$ cat config.mk
export PLATFORM = sky130hd
export DESIGN_NAME = pmod_ad2_i2c
export DESIGN_NICKNAME = d
export VERILOG_FILES = /design/src/rtl/pmod_ad2_i2c.sv
export SDC_FILE = /design/constraint.sdc
export NUM_CORES = 1
export LEC_CHECK = 0
export CORE_UTILIZATION = 63
export DETAILED_ROUTE_END_ITERATION = 16
export DONT_BUFFER_PORTS = 1
export PLACE_DENSITY = 0.8
export SETUP_SLACK_MARGIN = 0.2
export SLEW_MARGIN = 20
export SYNTH_ARGS = -nofsm -noshare
export SYNTH_HDL_FRONTEND = slang
export SYNTH_SLANG_ARGS = --single-unit
export TNS_END_PERCENT = 30
$ cat constraint.sdc
create_clock -name clk -period 3 [get_ports clk]
set_input_delay 0.3 -clock clk [delete_from_list [all_inputs] [get_ports clk]]
set_output_delay 0.3 -clock clk [all_outputs]
set_load 0.05 [all_outputs]
$ cat src/rtl/pmod_ad2_i2c.sv
// rtl/pmod_ad2_i2c.sv - AD7991 (PmodAD2) single-conversion I2C master with open-drain SCL/SDA enables
module pmod_ad2_i2c #(
    parameter int         CLK_HZ   = 65_000_000,
    parameter int         I2C_HZ   = 100_000,
    parameter logic [6:0] DEV_ADDR = 7'h28
) (
    input  logic        clk,
    input  logic        rst,
    input  logic        tick,
    input  logic [3:0]  adress,
    input  logic        sda_i,
    output logic        scl_oe,
    output logic        sda_oe,
    output logic [11:0] data,
    output logic [1:0]  chan_id,
    output logic        data_valid,
    output logic        busy,
    output logic        ack_error
);
    localparam int QTR_DIV = CLK_HZ / (4 * I2C_HZ);
    localparam int QTR     = (QTR_DIV < 1) ? 1 : QTR_DIV;
    localparam int QW      = (QTR > 1) ? $clog2(QTR) : 1;
    localparam logic [QW-1:0] QLAST = QW'(QTR - 1);

    typedef enum logic [3:0] {
        IDLE, START, WR_ADDR, WR_ACK, WR_CFG, CFG_ACK, RSTART, RD_ADDR,
        RD_ACK, RD_MSB, M_ACK, RD_LSB, M_NACK, STOP, DONE
    } state_t;

    state_t          r_state, w_n_state;
    logic [QW-1:0]   r_qcnt, w_n_qcnt;
    logic [1:0]      r_quarter, w_n_quarter;
    logic [2:0]      r_bit, w_n_bit;
    logic [7:0]      r_shift, w_n_shift;
    logic [5:0]      r_msb;
    logic [3:0]      r_adr;
    logic            r_nack;
    logic            w_qend, w_cell_end, w_sample, w_nack;

    function automatic logic fn_scl_low(input state_t s, input logic [1:0] q);
        case (s)
            IDLE, DONE:     return 1'b0;
            START, RSTART:  return q == 2'd3;
            STOP:           return q == 2'd0;
            default:        return !q[1];
        endcase
    endfunction

    function automatic logic fn_sda_low(input state_t s, input logic [1:0] q, input logic tx);
        case (s)
            START, RSTART:             return q[1];
            STOP:                      return !q[1];
            WR_ADDR, WR_CFG, RD_ADDR:  return !tx;
            M_ACK:                     return 1'b1;
            default:                   return 1'b0;
        endcase
    endfunction

    always_comb begin
        w_qend      = (r_qcnt == QLAST);
        w_cell_end  = w_qend && (r_quarter == 2'd3);
        w_sample    = (r_quarter == 2'd3) && (r_qcnt == '0);
        // With QTR=1 the sample clock is also the cell's last clock, so use the live pin
        w_nack      = w_sample ? sda_i : r_nack;
        w_n_state   = r_state;
        w_n_qcnt    = r_qcnt;
        w_n_quarter = r_quarter;
        w_n_bit     = r_bit;
        w_n_shift   = r_shift;

        if (r_state == IDLE || r_state == DONE) begin
            w_n_qcnt    = '0;
            w_n_quarter = 2'd0;
        end else if (w_qend) begin
            w_n_qcnt    = '0;
            w_n_quarter = r_quarter + 2'd1;
        end else begin
            w_n_qcnt    = r_qcnt + 1'b1;
        end

        if (w_sample && (r_state == RD_MSB || r_state == RD_LSB))
            w_n_shift = {r_shift[6:0], sda_i};

        case (r_state)
            IDLE: if (tick) w_n_state = START;
            DONE: w_n_state = IDLE;
            default: if (w_cell_end) begin
                case (r_state)
                    START: begin
                        w_n_state = WR_ADDR;
                        w_n_bit   = 3'd7;
                        w_n_shift = {DEV_ADDR, 1'b0};
                    end
                    WR_ADDR, WR_CFG, RD_ADDR: begin
                        if (r_bit == 3'd0)
                            w_n_state = (r_state == WR_ADDR) ? WR_ACK :
                                        (r_state == WR_CFG)  ? CFG_ACK : RD_ACK;
                        else begin
                            w_n_bit   = r_bit - 3'd1;
                            w_n_shift = {r_shift[6:0], 1'b0};
                        end
                    end
                    WR_ACK: begin
                        w_n_state = w_nack ? STOP : WR_CFG;
                        w_n_bit   = 3'd7;
                        w_n_shift = {r_adr, 4'b0000};
                    end
                    CFG_ACK: w_n_state = w_nack ? STOP : RSTART;
                    RSTART: begin
                        w_n_state = RD_ADDR;
                        w_n_bit   = 3'd7;
                        w_n_shift = {DEV_ADDR, 1'b1};
                    end
                    RD_ACK: begin
                        w_n_state = w_nack ? STOP : RD_MSB;
                        w_n_bit   = 3'd7;
                    end
                    RD_MSB, RD_LSB: begin
                        if (r_bit == 3'd0)
                            w_n_state = (r_state == RD_MSB) ? M_ACK : M_NACK;
                        else
                            w_n_bit = r_bit - 3'd1;
                    end
                    M_ACK: begin
                        w_n_state = RD_LSB;
                        w_n_bit   = 3'd7;
                    end
                    M_NACK: w_n_state = STOP;
                    STOP:   w_n_state = DONE;
                    default: w_n_state = IDLE;
                endcase
            end
        endcase
    end

    always_ff @(posedge clk) begin
        if (rst) begin
            r_state    <= IDLE;
            r_qcnt     <= '0;
            r_quarter  <= 2'd0;
            r_bit      <= 3'd0;
            r_shift    <= 8'h00;
            r_msb      <= 6'd0;
            r_adr      <= 4'd0;
            r_nack     <= 1'b0;
            scl_oe     <= 1'b0;
            sda_oe     <= 1'b0;
            data       <= 12'd0;
            chan_id    <= 2'd0;
            data_valid <= 1'b0;
            busy       <= 1'b0;
            ack_error  <= 1'b0;
        end else begin
            r_state    <= w_n_state;
            r_qcnt     <= w_n_qcnt;
            r_quarter  <= w_n_quarter;
            r_bit      <= w_n_bit;
            r_shift    <= w_n_shift;
            // Pins are decoded from the next position so SDA moves on the first clock of Q0
            scl_oe     <= fn_scl_low(w_n_state, w_n_quarter);
            sda_oe     <= fn_sda_low(w_n_state, w_n_quarter, w_n_shift[7]);
            data_valid <= 1'b0;
            if (w_sample)
                r_nack <= sda_i;
            if (r_state == IDLE && tick) begin
                r_adr     <= adress;
                ack_error <= 1'b0;
                busy      <= 1'b1;
            end
            if (w_cell_end && w_nack &&
                (r_state == WR_ACK || r_state == CFG_ACK || r_state == RD_ACK))
                ack_error <= 1'b1;
            if (w_cell_end && r_state == M_ACK)
                r_msb <= r_shift[5:0];
            if (w_cell_end && r_state == STOP) begin
                busy <= 1'b0;
                if (!ack_error) begin
                    data       <= {r_msb[3:0], r_shift};
                    chan_id    <= r_msb[5:4];
                    data_valid <= 1'b1;
                end
            end
        end
    end
endmodule

==> run summary, run 1 <==
result of the run - finished clean
xor/xnor cell area share of the yosys netlist - 2.79%
unrepaired setup endpoints after global routing - false
fin cells - 405
fraction of the mapped netlist area in simple logic gates - 29.3%
maximum clock frequency - 376 MHz
root buf cell - sky130_fd_sc_hd__clkbuf_8
Final period util - 88.6%
Leak Pwr - 1.07 nW
pin count of the biggest net entering global routing - 45
final weighted congestion in routability-driven placement - 1.04
critical path, cell by cell - ha_1, or4bb_4, nor2_4, mux2i_2, o21ai_2, a21oi_4, or4_1, a211o_1, o211ai_2
clk slew on worst S/H paths - 0.10 ns
family with the most delay on the worst path - simple AND/OR/NAND/NOR gates
met2 wire length - 2660 um
Max rail drop VDD - 0.000429 V
number of synthesis warnings - 0
via count of the routed design - 2467
detailed placer's ending HPWL - 4510 um
crit path kind - flip-flop to flip-flop
transition time at the pin with the least slew margin - 0.754 ns
net count after synthesis - 367
number of distinct library cells after synthesis - 59
max-cap violation count - 0
die span in y - 68.9 um
post-CTS setup buffers - 0
adder-cell area share of the yosys netlist - 2.66%
dominant synthesized flop cell - sky130_fd_sc_hd__dfxtp_1
clock buffer depth - 2
DR vias/cell - 6.09
number of buffers and inverters on the critical path - 0
startpoint class of the critical path - flip-flop
number of synthesized flops with an enable pin - 0
Synth Cell Area - 2820 um^2
CTS tree - done
Initial Utilization - 68.1%
total number of placement rows - 23
post-route setup TNS - 0 ns
Final Hold Vio Count - 0
final-report max-slew violation count - 0
cts hold-fix bufs - 0
Total GRT Usage - 27.4%
Arrival @ worst endpoint - 2.90 ns
area added between synthesis and finish - 6.60%
worst hold slack after final layout - 0.0474 ns
area of the die - 4750 um^2
largest fanout of any net on the critical path - 7
number of detailed-route iterations in the first pass - 4
dominant combinational cell family by area after synthesis - simple AND/OR/NAND/NOR gates
first-pass GRT wire length - 9670 um
most frequent cells in the layout - sky130_fd_sc_hd__nand2_1, sky130_fd_sc_hd__dfxtp_1, sky130_fd_sc_hd__nor2_1
final clock skew - 0.0124 ns
shortest period the worst path allows - 2.66 ns
worst path required time - 3.25 ns
number of nets in the layout - 368
fraction of the mapped netlist area in compound gates - 16.8%
Antenna Cells - 0
Met1 Wirelength - 3050 um
sequential element share of the synthesized area - 39.0%
area of all placed cells without fillers - 3010 um^2
CTS HTree Levels - 2
DRT antenna net count - 0
initial antenna violation count - 0
overall die width - 68.9 um
#FFs+latches synth - 55
global route overflow - 0
synthesized netlist cell count - 353
vias in the first global route - 2087
Synth async-reset ratio - 0%
Avg Synthesized Cell Area - 8.00 um^2
total wirelength of the detailed-routed design - 6170 um
slowest stage cell on the critical path - sky130_fd_sc_hd__or4bb_4
worst hold path class - primary input to flip-flop
Placed Cells incl. Taps - 397
number of endpoints failing setup at the final stage - 0
# DRC - 0
total CTS buffers - 5
First DRT Iteration DRCs - 209
top layer used by detailed routing - met4
placed cell area - 2900 um^2
share of cells above drive strength 1 - 9.58%
total of buffers placed on input and output ports - 0
nature of the critical path endpoint - flip-flop
area of the core - 4140 um^2
DR WL met3 - 378 um
share of synthesized area spent on multiplexers - 5.85%
Clk Latency, worst-skew pair - 0.31 ns
I/O Pins - 27
wire length per cell - 15.2 um
Sinks on Clock Net - 55
slowest stage delay, CP - 0.58 ns
remaining max-slew budget at the tightest pin - 49.1%
power density of the placed cells - 403 nW/um^2
-- cells in the mapped netlist, types with 5 or more instances --
cell / instances / area share (%)
sky130_fd_sc_hd__a21oi_1: 31 / 5.5
sky130_fd_sc_hd__clkbuf_1: 13 / 1.7
sky130_fd_sc_hd__dfxtp_1: 55 / 39
sky130_fd_sc_hd__ha_1: 6 / 2.7
sky130_fd_sc_hd__inv_1: 10 / 1.3
sky130_fd_sc_hd__mux2i_1: 14 / 5.0
sky130_fd_sc_hd__nand2_1: 55 / 7.3
sky130_fd_sc_hd__nand3_1: 17 / 3.0
sky130_fd_sc_hd__nor2_1: 50 / 6.6
sky130_fd_sc_hd__nor2b_1: 6 / 1.3
sky130_fd_sc_hd__o21ai_0: 5 / 0.89
sky130_fd_sc_hd__xor2_1: 8 / 2.5
-- per-layer routing --
metal  track usage (%)  vias to the layer above
met3              5.59                        8
met2              40.8                       84
met1              39.7                     1144
met5                 0                        -
met4              7.65                        0
li1                  -                     1231
-- kinds of logic (layout without fill, tap and decap cells) --
logic type,count (synthesis),after routing
AND/OR/NAND/NOR,167,167
AO/OA/AOI/OAI,73,73
flip-flops,55,55
buffers and inverters,27,29
multiplexers,16,16
XOR/XNOR,9,9
adder cells (fa/ha/maj),6,6
-- cell type report --
cell class / instances / area, um^2
tap: 50 / 62.6
clock inverter: 3 / 22.5
clock buffer: 5 / 68.8
inverter: 11 / 41.3
sequential: 55 / 1100
multi-input combinational: 271 / 1640
timing repair buffer: 10 / 75.1
fill: 336 / 1130
-- power breakdown --
group          internal [W]  switching, W  leakage (nW)  total (W)
registers          0.000736     0.0000156         0.444   0.000752
clock network      0.000168      0.000243        0.0485   0.000411
logic             0.0000200     0.0000300         0.578  0.0000500
-- registers in the layout (all words and copies together) (netlist names) --
signal	flops
r_qcnt	8
ack_error	1
data	12
r_quarter	2
scl_oe	1
r_state	4
busy	1
sda_oe	1
r_adr	4
r_msb	6
r_shift	8
data_valid	1
r_bit	3
chan_id	2
r_nack	1
-- worst paths after layout --
kind / from / end / slack (ns) / cells past startpoint
worst max-delay path: r_quarter[0]$_SDFF_PP0_ / sda_oe$_SDFF_PP0_ / 0.34 / 9
worst min-delay path: rst / data[1]$_SDFFE_PP0P_ / 0.05 / 1
worst max register to register: r_quarter[0]$_SDFF_PP0_ / sda_oe$_SDFF_PP0_ / 0.34 / 9
worst min register to register: r_msb[1]$_SDFFE_PP0P_ / data[9]$_SDFFE_PP0P_ / 0.45 / 2
-- stage by stage --
step / setup WS [ns] / power (W) / util (%)
after floorplan: 0.551 / 0.000809 / -
after global placement: 0.409 / 0.000815 / 70.1
after detailed placement: 0.342 / 0.000817 / 70.1
after CTS: 0.313 / 0.00122 / 72.3
after global routing: 0.209 / 0.00125 / 72.6
final: 0.342 / 0.00121 / 72.6
-- repair_timing --
action	in CTS	in global routing
gates resized for setup	0	2
endpoints found under the setup margin	0	2
hold endpoints to repair	0	0
Power figures use the tool's default switching activity.
==> run 2, diff against run 1 <==
==> constraint.sdc (replaced) <==
create_clock -name clk -period 2.93 [get_ports clk]
set_input_delay 0.293 -clock clk [delete_from_list [all_inputs] [get_ports clk]]
set_output_delay 0.293 -clock clk [all_outputs]
set_load 0.05 [all_outputs]
==> run summary, run 2 (synthesis results as in run 1) <==
total CTS buffers - 5 (unchanged)
global routing's busiest layer - met2 (unchanged)
shortest period the worst path allows - 2.61 ns (was 2.66 ns)
most frequent cells in the layout - sky130_fd_sc_hd__nand2_1, sky130_fd_sc_hd__dfxtp_1, sky130_fd_sc_hd__nor2_1 (unchanged)
largest fanout of any net on the critical path - 7 (unchanged)
worst hold slack after final layout - 0.0322 ns (was 0.0474 ns)
# DRC - 0 (unchanged)
result of the run - finished clean (unchanged)
clock buffer depth - 2 (unchanged)
power density of the placed cells - 410 nW/um^2 (was 403 nW/um^2)
area added between synthesis and finish - 8.11% (was 6.60%)
number of endpoints failing setup at the final stage - 0 (unchanged)
Placed Cells incl. Taps - 400 (was 397)
maximum clock frequency - 383 MHz (was 376 MHz)
max-cap violation count - 0 (unchanged)
Final period util - 89.0% (was 88.6%)
initial antenna violation count - 0 (unchanged)
root buf cell - sky130_fd_sc_hd__clkbuf_8 (unchanged)
final weighted congestion in routability-driven placement - 0.960 (was 1.04)
final-report max-slew violation count - 0 (unchanged)
startpoint class of the critical path - flip-flop (unchanged)
unrepaired setup endpoints after global routing - false (unchanged)
Total GRT Usage - 30.2% (was 27.4%)
Leak Pwr - 1.09 nW (was 1.07 nW)
Top Registers - data: 12 flops, r_qcnt: 8 flops, r_shift: 8 flops (unchanged)
fin cells - 408 (was 405)
wire length per cell - 16.3 um (was 15.2 um)
area of the die - 4750 um^2 (unchanged)
most frequent standard cell in the layout excluding fill and tap cells - sky130_fd_sc_hd__nand2_1
met3 usage - 5.59% (unchanged)
register ranked first by flip-flop count - data (unchanged)
post-route setup TNS - 0 ns (unchanged)
worst path required time - 3.18 ns (was 3.25 ns)
pin count of the biggest net entering global routing - 45 (unchanged)
global route overflow - 0 (unchanged)
final clock skew - 0.0143 ns (was 0.0124 ns)
First DRT Iteration DRCs - 193 (was 209)
crit path kind - flip-flop to flip-flop (unchanged)
Initial Utilization - 68.1% (unchanged)
via count of the routed design - 2554 (was 2467)
CTS tree - done (unchanged)
worst hold path class - primary input to flip-flop (unchanged)
DR vias/cell - 6.26 (was 6.09)
clk slew on worst S/H paths - 0.10 ns (about the same)
Clk Latency, worst-skew pair - 0.32 ns (was 0.31 ns)
vias in the first global route - 2229 (was 2087)
Max rail drop VDD - 0.000289 V (was 0.000429 V)
total of buffers placed on input and output ports - 0 (unchanged)
post-CTS setup buffers - 0 (unchanged)
total number of placement rows - 23 (unchanged)
CTS HTree Levels - 2 (unchanged)
die span in y - 68.9 um (unchanged)
I/O Pins - 27 (unchanged)
Antenna Cells - 0 (unchanged)
share of cells above drive strength 1 - 11.2% (was 9.58%)
Final Hold Vio Count - 0 (unchanged)
detailed placer's ending HPWL - 4860 um (was 4510 um)
first-pass GRT wire length - 10400 um (was 9670 um)
Arrival @ worst endpoint - 2.86 ns (was 2.90 ns)
overall die width - 68.9 um (unchanged)
number of nets in the layout - 371 (was 368)
nature of the critical path endpoint - flip-flop (unchanged)
Sinks on Clock Net - 55 (unchanged)
fraction of met1 tracks used by global routing - 41.6% (was 39.7%)
met2 Track Usage GR - 46.1% (was 40.8%)
DRT antenna net count - 0 (unchanged)
area of the core - 4140 um^2 (unchanged)
transition time at the pin with the least slew margin - 0.659 ns (was 0.754 ns)
flip-flop count of the largest register, all copies and words added - 12 (unchanged)
total wirelength of the detailed-routed design - 6650 um (was 6170 um)
number of detailed-route iterations in the first pass - 6 (was 4)
remaining max-slew budget at the tightest pin - 55.7% (was 49.1%)
[run 2: worst paths after layout]
path | start | to | slack, ns | cells past startpoint
worst max-delay path | r_qcnt[1]$_SDFF_PP0_ | sda_oe$_SDFF_PP0_ | 0.32 | 10
worst min-delay path | rst | r_bit[0]$_SDFFE_PP0P_ | 0.03 | 1
worst max register to register | r_qcnt[1]$_SDFF_PP0_ | sda_oe$_SDFF_PP0_ | 0.32 | 10
worst min register to register | r_msb[3]$_SDFFE_PP0P_ | data[11]$_SDFFE_PP0P_ | 0.46 | 2
[run 2: where the power goes]
part | internal, W | switching [W] | total (W)
registers | 0.000754 | 0.0000144 | 0.000768
clock network | 0.000172 | 0.000252 | 0.000424
logic | 0.0000233 | 0.0000346 | 0.0000579
total | 0.000949 | 0.000301 | 0.00125
[run 2: area by class of cell]
class	count	area [um^2]
sequential	55	1100
timing repair buffer	13	97.6
tap	50	62.6
multi-input combinational	271	1660
inverter	11	41.3
fill	314	1090
clock inverter	2	17.5
clock buffer	6	72.6
[run 2: what timing repair did]
item,in CTS,in global routing
setup endpoints to repair,0,3
hold buffers,0,0
resized for setup,0,7
[run 2: worst max-delay path: stages (launching register included)]
cell,delay [ns]
sky130_fd_sc_hd__dfxtp_1,0.40
sky130_fd_sc_hd__inv_1,0.09
sky130_fd_sc_hd__ha_1,0.20
sky130_fd_sc_hd__and3_1,0.21
sky130_fd_sc_hd__nand3_1,0.23
sky130_fd_sc_hd__and4b_1,0.24
sky130_fd_sc_hd__a21oi_2,0.27
sky130_fd_sc_hd__nor2_1,0.11
sky130_fd_sc_hd__or4_1,0.42
sky130_fd_sc_hd__a211o_1,0.31
sky130_fd_sc_hd__o211ai_2,0.05
[run 2: routing by layer]
layer	part of all wire (%)	vias to the layer above
met1	46	1180
met2	44	110
met5	0	-
met4	2.4	0
met3	7.6	18
li1	-	1246
[run 2: stage by stage]
| step | setup slack [ns] | cell area [um^2] | total power (W) | util, % |
|---|---|---|---|---|
| global route | 0.210 | 3050 | 0.00128 | 73.6 |
| floorplan | 0.481 | 2820 | 0.000829 | - |
| CTS | 0.211 | 3020 | 0.00125 | 72.8 |
| global placement | 0.360 | 2930 | 0.000839 | 70.6 |
| detailed placement | 0.261 | 2930 | 0.000841 | 70.6 |
| finish | 0.322 | 3050 | 0.00125 | 73.6 |
==> run 3, diff against run 2 <==
--- a/config.mk
+++ b/config.mk
@@ -6,6 +6,7 @@
 export NUM_CORES = 1
 export LEC_CHECK = 0
 export CORE_UTILIZATION = 63
+export CTS_CLUSTER_DIAMETER = 30
 export DETAILED_ROUTE_END_ITERATION = 16
 export DONT_BUFFER_PORTS = 1
 export PLACE_DENSITY = 0.8
==> constraint.sdc (replaced) <==
create_clock -name clk -period 2.7 [get_ports clk]
set_input_delay 0.27 -clock clk [delete_from_list [all_inputs] [get_ports clk]]
set_output_delay 0.27 -clock clk [all_outputs]
set_load 0.05 [all_outputs]
==> run summary, run 3 (synthesis results as in run 1) <==
proportion of total power due to net switching - 23.5% (was 24.1%)
Final Hold Vio Count - 0 (unchanged)
area of the die - 4750 um^2 (unchanged)
total CTS buffers - 5 (unchanged)
crit path kind - flip-flop to flip-flop (unchanged)
Gate power share - 5.1% (was 4.6%)
area of the core - 4140 um^2 (unchanged)
number of endpoints failing setup at the final stage - 0 (unchanged)
Seq pwr share - 60.1% (was 61.4%)
die span in y - 68.9 um (unchanged)
final weighted congestion in routability-driven placement - 0.961 (was 0.960)
flip-flop count of the largest register, all copies and words added - 12 (unchanged)
cts hold-fix bufs - 0 (unchanged)
most frequent cells in the layout - sky130_fd_sc_hd__nand2_1, sky130_fd_sc_hd__nor2_1, sky130_fd_sc_hd__dfxtp_1 (was sky130_fd_sc_hd__nand2_1, sky130_fd_sc_hd__dfxtp_1, sky130_fd_sc_hd__nor2_1)
unrepaired setup endpoints after global routing - true (was false)
remaining max-slew budget at the tightest pin - 60.0% (was 55.7%)
register ranked first by flip-flop count - data (unchanged)
power spent charging and discharging nets - 0.000324 W (was 0.000301 W)
cell internal power dissipation - 0.00106 W (was 0.000949 W)
largest fanout of any net on the critical path - 7 (unchanged)
# DRC - 0 (unchanged)
total of buffers placed on input and output ports - 0 (unchanged)
root buf cell - sky130_fd_sc_hd__clkbuf_8 (unchanged)
Max rail drop VDD - 0.000361 V (was 0.000289 V)
clock buffer depth - 2 (unchanged)
result of the run - finished clean (unchanged)
number of detailed-route iterations in the first pass - 4 (was 6)
DR vias/cell - 6.09 (was 6.26)
area added between synthesis and finish - 10.7% (was 8.11%)
startpoint class of the critical path - flip-flop (unchanged)
initial antenna violation count - 0 (unchanged)
power density of the placed cells - 442 nW/um^2 (was 410 nW/um^2)
shortest period the worst path allows - 2.53 ns (was 2.61 ns)
pin count of the biggest net entering global routing - 45 (unchanged)
part of the total power dissipated in the clock network - 34.8% (was 33.9%)
worst hold path class - primary input to flip-flop (unchanged)
first-pass GRT wire length - 10400 um (about the same)
vias in the first global route - 2253 (was 2229)
most frequent standard cell in the layout excluding fill and tap cells - sky130_fd_sc_hd__nand2_1 (unchanged)
overall die width - 68.9 um (unchanged)
CTS HTree Levels - 2 (unchanged)
Top Registers - data: 12 flops, r_qcnt: 8 flops, r_shift: 8 flops (unchanged)
number of nets in the layout - 378 (was 371)
clk slew on worst S/H paths - 0.10 ns (about the same)
CTS tree - done (unchanged)
nature of the critical path endpoint - flip-flop (unchanged)
transition time at the pin with the least slew margin - 0.599 ns (was 0.659 ns)
Leak Pwr - 1.12 nW (was 1.09 nW)
Antenna Cells - 0 (unchanged)
max-cap violation count - 0 (unchanged)
global route overflow - 0 (unchanged)
share of cells above drive strength 1 - 14.5% (was 11.2%)
Clk Latency, worst-skew pair - 0.31 ns (was 0.32 ns)
Final period util - 93.9% (was 89.0%)
Initial Utilization - 68.1% (unchanged)
Arrival @ worst endpoint - 2.78 ns (was 2.86 ns)
First DRT Iteration DRCs - 173 (was 193)
wire length per cell - 15.9 um (was 16.3 um)
total wirelength of the detailed-routed design - 6590 um (was 6650 um)
total number of placement rows - 23 (unchanged)
detailed placer's ending HPWL - 4720 um (was 4860 um)
maximum clock frequency - 395 MHz (was 383 MHz)
DRT antenna net count - 0 (unchanged)
I/O Pins - 27 (unchanged)
worst hold slack after final layout - 0.0190 ns (was 0.0322 ns)
post-CTS setup buffers - 0 (unchanged)
via count of the routed design - 2529 (was 2554)
final clock skew - 0.00844 ns (was 0.0143 ns)
final-report max-slew violation count - 0 (unchanged)
Sinks on Clock Net - 55 (unchanged)
worst path required time - 2.95 ns (was 3.18 ns)
post-route setup TNS - 0 ns (unchanged)
Total GRT Usage - 30.1% (was 30.2%)
## run 3: through the flow
step	worst slack [ns]	instance area (um^2)	std cells	util (%)	power, W
floorplan	0.251	2820	353	-	0.000899
global placement	0.146	2980	407	71.9	0.000914
detailed placement	0.0566	2980	407	71.9	0.000916
CTS	0.203	3120	415	75.2	0.00139
global route	0.000607	3130	415	75.4	0.00143
finish	0.166	3130	415	75.4	0.00138
## run 3: layout make-up
class                      count  area [um^2]
clock buffer                   6         82.6
timing repair buffer          20          150
inverter                      11         41.3
fill                         322         1020
sequential                    55         1110
tap                           50         62.6
clock inverter                 2         16.3
multi-input combinational    271         1660
## run 3: critical path, stage by stage (launching register included)
cell and delay [ns]:
sky130_fd_sc_hd__dfxtp_2 0.35, sky130_fd_sc_hd__inv_1 0.07, sky130_fd_sc_hd__ha_1 0.18, sky130_fd_sc_hd__or4bb_4 0.50, sky130_fd_sc_hd__nor2_4 0.14, sky130_fd_sc_hd__mux2i_4 0.10, sky130_fd_sc_hd__o21ai_2 0.17, sky130_fd_sc_hd__a21oi_4 0.11
sky130_fd_sc_hd__or4_1 0.50, sky130_fd_sc_hd__a211o_1 0.29, sky130_fd_sc_hd__o211ai_2 0.06
## run 3: worst paths after layout
check	from	to	slack, ns	cells after the start
worst min-delay path	rst	r_bit[0]$_SDFFE_PP0P_	0.02	1
worst min register to register	r_msb[0]$_SDFFE_PP0P_	data[8]$_SDFFE_PP0P_	0.46	2
worst max register to register	r_qcnt[1]$_SDFF_PP0_	sda_oe$_SDFF_PP0_	0.17	10
worst max-delay path	r_qcnt[1]$_SDFF_PP0_	sda_oe$_SDFF_PP0_	0.17	10
## run 3: repair_timing
item                                    in CTS  in global routing
resized for setup                           10                  3
pin swaps                                    3                  1
endpoints found under the setup margin       2                  6
## run 3: layer usage
metal,share of wire [%],track usage (%),vias to the layer above
met5,0,0,-
met4,1.7,8.42,0
met3,5.7,6.41,11
met2,44,46.2,75
met1,49,42.2,1188
li1,-,-,1255
## run 3: power by group through the flow
stage	Clock, W	Combinational [W]	Sequential [W]
after floorplan	0	0.0000545	0.000845
after global placement	0	0.0000653	0.000849
after detailed placement	0	0.0000676	0.000849
after CTS	0.000490	0.0000692	0.000830
after global routing	0.000516	0.0000784	0.000832
final	0.000481	0.0000707	0.000830
